[src/rtl/csr_file.sv]
// Machine-mode CSR file for the single-cycle RV32I core: combinational read port,
// edge-committed writes, 64-bit cycle/instret counters, trap and mret capture.
module csr_file #(
    parameter logic [31:0] HART_ID  = 32'd0,
    parameter logic [31:0] MISA_VAL = 32'h4000_0100
) (
    input  logic        clk,
    input  logic        reset,
    input  logic        csr,
    input  logic [11:0] csr_rd_addr,
    input  logic [31:0] csr_wr_data,
    output logic [31:0] csr_rd_data,
    output logic        csr_illegal,
    input  logic        instr_retire,
    input  logic        trap_valid,
    input  logic [31:0] trap_cause,
    input  logic [31:0] trap_pc,
    input  logic [31:0] trap_val,
    input  logic        mret,
    output logic [31:0] mtvec,
    output logic [31:0] mepc,
    output logic [31:0] mstatus
);
    localparam logic [31:0] WORD_MASK = 32'hFFFF_FFFC;

    logic        mie_bit_reg;
    logic        mpie_bit_reg;
    logic [31:0] mie_reg;
    logic [31:0] mtvec_reg;
    logic [31:0] mscratch_reg;
    logic [31:0] mepc_reg;
    logic [31:0] mcause_reg;
    logic [31:0] mtval_reg;
    logic [63:0] count_val [2];

    logic [31:0] rd_data_next;
    logic        implemented;

    logic wr_mstatus, wr_mie, wr_mtvec, wr_mscratch, wr_mepc, wr_mcause, wr_mtval;

    assign wr_mstatus  = csr && (csr_rd_addr == 12'h300);
    assign wr_mie      = csr && (csr_rd_addr == 12'h304);
    assign wr_mtvec    = csr && (csr_rd_addr == 12'h305);
    assign wr_mscratch = csr && (csr_rd_addr == 12'h340);
    assign wr_mepc     = csr && (csr_rd_addr == 12'h341);
    assign wr_mcause   = csr && (csr_rd_addr == 12'h342);
    assign wr_mtval    = csr && (csr_rd_addr == 12'h343);

    // MPP is hardwired to machine mode; only MIE and MPIE hold state.
    assign mstatus = {19'd0, 2'b11, 3'd0, mpie_bit_reg, 3'd0, mie_bit_reg, 3'd0};
    assign mtvec   = mtvec_reg;
    assign mepc    = mepc_reg;

    always_comb begin
        rd_data_next = '0;
        implemented  = 1'b1;
        case (csr_rd_addr)
            12'h300:          rd_data_next = mstatus;
            12'h301:          rd_data_next = MISA_VAL;
            12'h304:          rd_data_next = mie_reg;
            12'h305:          rd_data_next = mtvec_reg;
            12'h340:          rd_data_next = mscratch_reg;
            12'h341:          rd_data_next = mepc_reg;
            12'h342:          rd_data_next = mcause_reg;
            12'h343:          rd_data_next = mtval_reg;
            12'h344:          rd_data_next = '0;
            12'hB00, 12'hC00: rd_data_next = count_val[0][31:0];
            12'hB80, 12'hC80: rd_data_next = count_val[0][63:32];
            12'hB02, 12'hC02: rd_data_next = count_val[1][31:0];
            12'hB82, 12'hC82: rd_data_next = count_val[1][63:32];
            12'hF14:          rd_data_next = HART_ID;
            default:          implemented  = 1'b0;
        endcase
    end

    assign csr_rd_data = rd_data_next;
    assign csr_illegal = csr && !implemented;

    always_ff @(posedge clk) begin
        if (reset) begin
            mie_bit_reg  <= 1'b0;
            mpie_bit_reg <= 1'b0;
            mie_reg      <= '0;
            mtvec_reg    <= '0;
            mscratch_reg <= '0;
            mepc_reg     <= '0;
            mcause_reg   <= '0;
            mtval_reg    <= '0;
        end else begin
            // Trap state owns mstatus/mepc/mcause/mtval; other CSR writes still land.
            if (trap_valid) begin
                mpie_bit_reg <= mie_bit_reg;
                mie_bit_reg  <= 1'b0;
                mepc_reg     <= trap_pc & WORD_MASK;
                mcause_reg   <= trap_cause;
                mtval_reg    <= trap_val;
            end else begin
                if (mret) begin
                    mie_bit_reg  <= mpie_bit_reg;
                    mpie_bit_reg <= 1'b1;
                end else if (wr_mstatus) begin
                    mie_bit_reg  <= csr_wr_data[3];
                    mpie_bit_reg <= csr_wr_data[7];
                end
                if (wr_mepc)   mepc_reg   <= csr_wr_data & WORD_MASK;
                if (wr_mcause) mcause_reg <= csr_wr_data;
                if (wr_mtval)  mtval_reg  <= csr_wr_data;
            end
            if (wr_mie)      mie_reg      <= csr_wr_data;
            if (wr_mtvec)    mtvec_reg    <= csr_wr_data & WORD_MASK;
            if (wr_mscratch) mscratch_reg <= csr_wr_data;
        end
    end

    // Counter 0 is mcycle (always counts), counter 1 is minstret (counts retirements).
    genvar gi;
    generate
        for (gi = 0; gi < 2; gi++) begin : g_counter
            localparam logic [11:0] LO_ADDR = 12'hB00 + 12'(2 * gi);
            localparam logic [11:0] HI_ADDR = 12'hB80 + 12'(2 * gi);

            logic [63:0] count_reg;
            logic        inc;
            logic        wr_lo;
            logic        wr_hi;

            assign inc   = (gi == 0) ? 1'b1 : instr_retire;
            assign wr_lo = csr && (csr_rd_addr == LO_ADDR);
            assign wr_hi = csr && (csr_rd_addr == HI_ADDR);

            always_ff @(posedge clk) begin
                if (reset) begin
                    count_reg <= '0;
                end else if (wr_lo) begin
                    count_reg[31:0] <= csr_wr_data;
                end else if (wr_hi) begin
                    count_reg[63:32] <= csr_wr_data;
                end else if (inc) begin
                    count_reg <= count_reg + 64'd1;
                end
            end

            assign count_val[gi] = count_reg;
        end
    endgenerate

endmodule
[config.mk]
export PLATFORM = sky130hd
export DESIGN_NAME = csr_file
export DESIGN_NICKNAME = d
export VERILOG_FILES = /design/src/rtl/csr_file.sv
export SDC_FILE = /design/constraint.sdc
export NUM_CORES = 1
export LEC_CHECK = 0
export CAP_MARGIN = 40
export CORE_MARGIN = 3
export CORE_UTILIZATION = 35
export CTS_CLUSTER_DIAMETER = 120
export CTS_CLUSTER_SIZE = 20
export DETAILED_ROUTE_END_ITERATION = 10
export PLACE_DENSITY = 0.64
export RECOVER_POWER = 100
export SYNTH_ARGS = -nofsm -noshare
export SYNTH_HDL_FRONTEND = slang
export SYNTH_SLANG_ARGS = --single-unit
[constraint.sdc]
create_clock -name clk -period 2.25 [get_ports clk]
set_input_delay 0.3375 -clock clk [delete_from_list [all_inputs] [get_ports clk]]
set_output_delay 0.3375 -clock clk [all_outputs]
set_load 0.02 [all_outputs]
# Yosys cells after proc, flatten, opt, wreduce, memory -nomap -nowiden
# Index checks and enable logic that the tools add are counted.
classes:
  mux: 20
  n_bitwise: 1
  n_eq_ne: 20
  n_addsub: 2
  reduce_logical: 28
op_table:
  columns: ["operator", "count"]
  rows:
  - ["$mux 32", 12]
  - ["$pmux 32 s12", 1]
  - ["$add 64x1->64 const B", 2]
  - ["$eq 12x10->1 const B", 9]
  - ["$eq 12x12->1 const B", 9]
  - ["$mux 64", 1]
  - ["$reduce_or 18->1", 1]
  - ["$logic_and 1x1->1", 12]
  - ["$reduce_bool 2->1", 6]
  - ["$reduce_or 2->1", 5]
  - ["$mux 1", 6]
  - ["$ne 2x2->1 const B", 2]
  - ["$reduce_and 2->1", 2]
  - ["$reduce_bool 3->1", 1]
  - ["$logic_not 1->1", 1]
  - ["$not 1->1", 1]
totals:
  in_bits: 146
  register_bits: 318
  word_cells: 83
  out_inout_bits: 129

# Logic depth before layout (Yosys ltp)
logic_depth:
  depth_word: 5
  depth_mapped: 11
  mapped_depth_nobuf: 7

# Least setup slack after synthesis
# No wires, ideal clock.
synth_timing:
  kind: "in2out"
  start: "input port csr_rd_addr[5]"
  end: "output port csr_rd_data[10]"
  slack_ns: -0.279
  n_path_buf: 3
  required_time_ns: 1.913
  stages: 8
  arrival_ns: 2.191
  cell_sequence: "buf_2 -> nor4_4 -> nand2_1 -> nor4_2 -> buf_2 -> buf_2 -> a22oi_1 -> nand3_1"
synth_between:
  elab_chain_len: 3
  elab_cells_between_ends: 21
  cone_classes: "eq/ne: 16; mux: 1; reduce/logical: 4"
synth_rtl:
  columns: ["item", "line", "rtl"]
  rows:
  - ["start, declared", "10", "input logic [11:0] csr_rd_addr,"]
  - ["$eq 12x12->1", "57", "case (csr_rd_addr)"]
  - ["$reduce_or 2->1, on equally long branches", null, null]
  - ["$pmux 32 s12 (*)", "57", null]
  - ["end, declared", "12", "output logic [31:0] csr_rd_data,"]
# Every way passes the cells marked *; elsewhere a longest branch is shown, timed or not.

# Final worst setup path
layout_timing:
  start: "input port csr_rd_addr[8]"
  end: "output port csr_rd_data[18]"
# Same word-level chain as after synthesis.

==> out/qor.csv <==
stage;metric;value;unit
yosys;cell area after technology mapping;18400;µm²
critical_path;CP Capture Type;primary output;
critical_path;Critical Path RT;1.91;ns
yosys;per-instance average area after synthesis;7.61;µm²
timing;slew at the pin with the worst max-slew slack;0.809;ns
drt;Avg WL per Cell;26.3;µm
run;# Max-Cap Violations;0;
timing;final setup slack of the worst path;-0.685;ns
drt;total wire length;96700;µm
cts;H-Tree Level Count;1;
yosys;Synth Instances;2424;
cts;clock network latency to the later pin of the worst-skew pair;0.58;ns
grt;Tot GR Track Use;0.326;
critical_path;chain of cells forming the critical path;buf_8, buf_6, and4bb_4, buf_12, buf_6, and2_4, buf_6, a222oi_1, o211ai_1, a221o_1, buf_6;
critical_path;cell depth of the worst flop-to-flop path;7;
cts;largest buffer count on any clock path;3;
placed_design;placer's final routability congestion estimate;1.03;
grt;via count of the first global-routing pass;21300;
grt;pin count of the biggest net entering global routing;93;
critical_path;Critical Path Most Common Cell;buf_6;
timing;share of the clock period used by the worst path after layout;1.30;
drt;vias per cell;6.12;
finish;share of the core filled with cells in the final layout;0.529;
hold_path;HP Start;reset;
yosys;dominant register cell in the synthesized netlist;dfxtp_1;
finish;area overhead of the layout relative to synthesis;48.2;%
yosys;cell types with the largest area share after synthesis;dfxtp_1, a21oi_1, nand2_1, mux2i_1, nor2_1;
drt;via count;22500;
timing;final max-slew violation count;0;
yosys;cell type with the highest aggregate area in the netlist;dfxtp_1;
critical_path;source of the critical timing path;csr_rd_addr[8];
cts;# clock sinks;318;
cts;number of buffers created by CTS;19;
finish;ant diodes;0;
drt;remaining antenna violation count after routing;0;
critical_path;highest fanout seen on the critical path;8;
critical_path;Largest stage delay, worst path;0.41;ns
cts;clk root buf;clkbuf_16;
critical_path;type of origin of the critical path;input port;
grt;sum of overflow across all layers after global routing;0;
cts;TritonCTS clock tree;built;
critical_path;critical path class;in -> out;
drt;final routed DRC violation total;0;
timing;final number of setup-violating endpoints;68;
floorplanning;floorplan die width;236;µm
floorplanning;IO Count;275;
yosys;area share of the largest cell type after synthesis;0.345;
critical_path;startpoint of the worst-slack reg-to-reg timing path;g_counter[1].count_reg[11];
floorplanning;Initial Util;0.357;
timing;RSZ-0062 raised after global routing;yes;
finish;Non-Filler Cell Area, Final;27300;µm²
placed_design;total cell area at the placement stage;24500;µm²
finish;count of filler cells inserted in the layout;4776;
cts;Worst-path clk slew;0.10;ns
critical_path;CP arrival;2.60;ns
critical_path;highest-delay cell along the critical path;a221o_1;
finish;max reg flops;128;
drt;router iterations before antenna repair;9;
floorplanning;area of the core;51700;µm²
yosys;unique cell type count in the Yosys netlist;81;
finish;FF/Latch Area;6390;µm²
yosys;post-synthesis async set-or-reset flop share;0;
hold_path;cell depth of the worst hold path;2;
timing;highest clock rate;0.341;GHz
grt;antenna violations before repair;2;
finish;area occupied by multi-input gates;11900;µm²
timing;setup clock skew after layout;0.0449;ns
floorplanning;DIE HEIGHT;236;µm
power_and_ir_drop;maximum ir drop on the vdd rail;0.361;mV
status;status;complete, but fails checks;
hold_path;worst hold path class;in -> reg;
yosys;number of enable flip-flop cells after synthesis;0;
grt;wire length of the first global-routing pass;140000;µm
finish;Final Net Count;3149;
power_and_ir_drop;power per cell area;409;nW/µm²
yosys;cell with the most instances after synthesis;nand2_1;
yosys;leading cell types by count after synthesis;nand2_1, dfxtp_1, a21oi_1, nor2_1, clkbuf_1;
placed_design;estimated wirelength of the detail-placed design;70500;µm
finish;share of final-layout standard cells stronger than drive strength 1;0.287;
floorplanning;site row count;83;
status;failing checks;setup timing;
drt;DRT iter0 DRCs;2987;
timing;Max transition margin;0.459;
floorplanning;die outline area;55500;µm²
power_and_ir_drop;leakage power total;0.0106;µW
timing;number of hold-slack violations in the final timing report;0;
yosys;#FFs+latches synth;318;
placed_design;total of buffers placed on input and output ports;238;
yosys;synthesis warning total;0;
timing;post-layout minimum cycle time;2.94;ns
yosys;Seq/Total Area, Yosys;0.345;
[per-stage QoR]
stage	hold slack [ns]	cells	power [µW]	TNS (ns)	worst slack, ns
3_5_place_dp	0.445	3559	7370	-247.30	-1.28
3_3_place_gp	0.437	3559	7360	-228.03	-1.28
5_1_grt	0.0710	3681	11400	-20.27	-0.669
6_report	0.0660	3681	11200	-17.01	-0.685
4_1_cts	0.0400	3650	11000	-12.53	-0.545
2_1_floorplan	0.429	2456	6590	-0.217	-0.0461
[worst paths after layout]
kind                                                    to  slack (ns)
worst min register to register            mscratch_reg[13]        0.45
worst min-delay path            g_counter[1].count_reg[44]        0.07
worst max register to register  g_counter[1].count_reg[37]        0.04
worst max-delay path                       csr_rd_data[18]       -0.69
[placed cells by master, fill, tap and decap left out, types with 34 or more instances in the layout]
cell type,instances
a22oi_1,68
nand2_1,335
conb_1,34
o211ai_1,38
o21ai_0,66
buf_6,114
buf_12,41
buf_4,434
a222oi_1,41
nor2_1,201
a21oi_1,254
nand4_1,67
clkdlybuf4s50_1,190
dfxtp_1,299
mux2i_1,82
nand3_1,126
[cell type report]
type,instances,share of cell area
multi-input cells,1840,0.434
inverters,16,0.00220
flip-flops and latches,318,0.234
clock inverters,1,0.000320
repair buffers,806,0.281
well taps,680,0.0311
clock buffers,20,0.0179
[report_power, final]
group	switching [µW]	internal [µW]
registers	91.1	5730
logic	930	731
clock network	2140	1560
[worst max-delay path, delay by kind of cell]
family | cells | cell delay (ns)
AO/OA/AOI/OAI | 3 | 1.15
buffers and inverters | 6 | 0.74
AND/OR/NAND/NOR | 2 | 0.35
[kinds of logic (layout without fill, tap and decap cells)]
group / Yosys count / count (layout) / share of synthesized area
AO/OA/AOI/OAI: 678 / 678 / 0.238
XOR/XNOR: 30 / 30 / 0.0142
adder cells (fa/ha/maj): 2 / 2 / 0.00136
buffers and inverters: 298 / 843 / 0.0726
flip-flops: 318 / 318 / 0.345
multiplexers: 108 / 108 / 0.0652
other: 2 / 34 / 0.000407
AND/OR/NAND/NOR: 988 / 988 / 0.263
[timing repair]
item,CTS,global route
setup buffers,74,43
resized for setup,323,180
endpoints found under the setup margin,202,81
pin swaps,70,111
endpoints found under the hold margin,0,0
hold buffers,0,0
cloned,6,3
[routing by layer]
| metal | vias up | GRT usage | share of wire |
|---|---|---|---|
| met5 | - | 0 | 0.00025 |
| met4 | 4 | 0.125 | 0.046 |
| met3 | 263 | 0.0710 | 0.11 |
| met2 | 1379 | 0.515 | 0.45 |
| met1 | 10900 | 0.435 | 0.40 |
| li1 | 9982 | - | - |
Power figures use the tool's default switching activity.
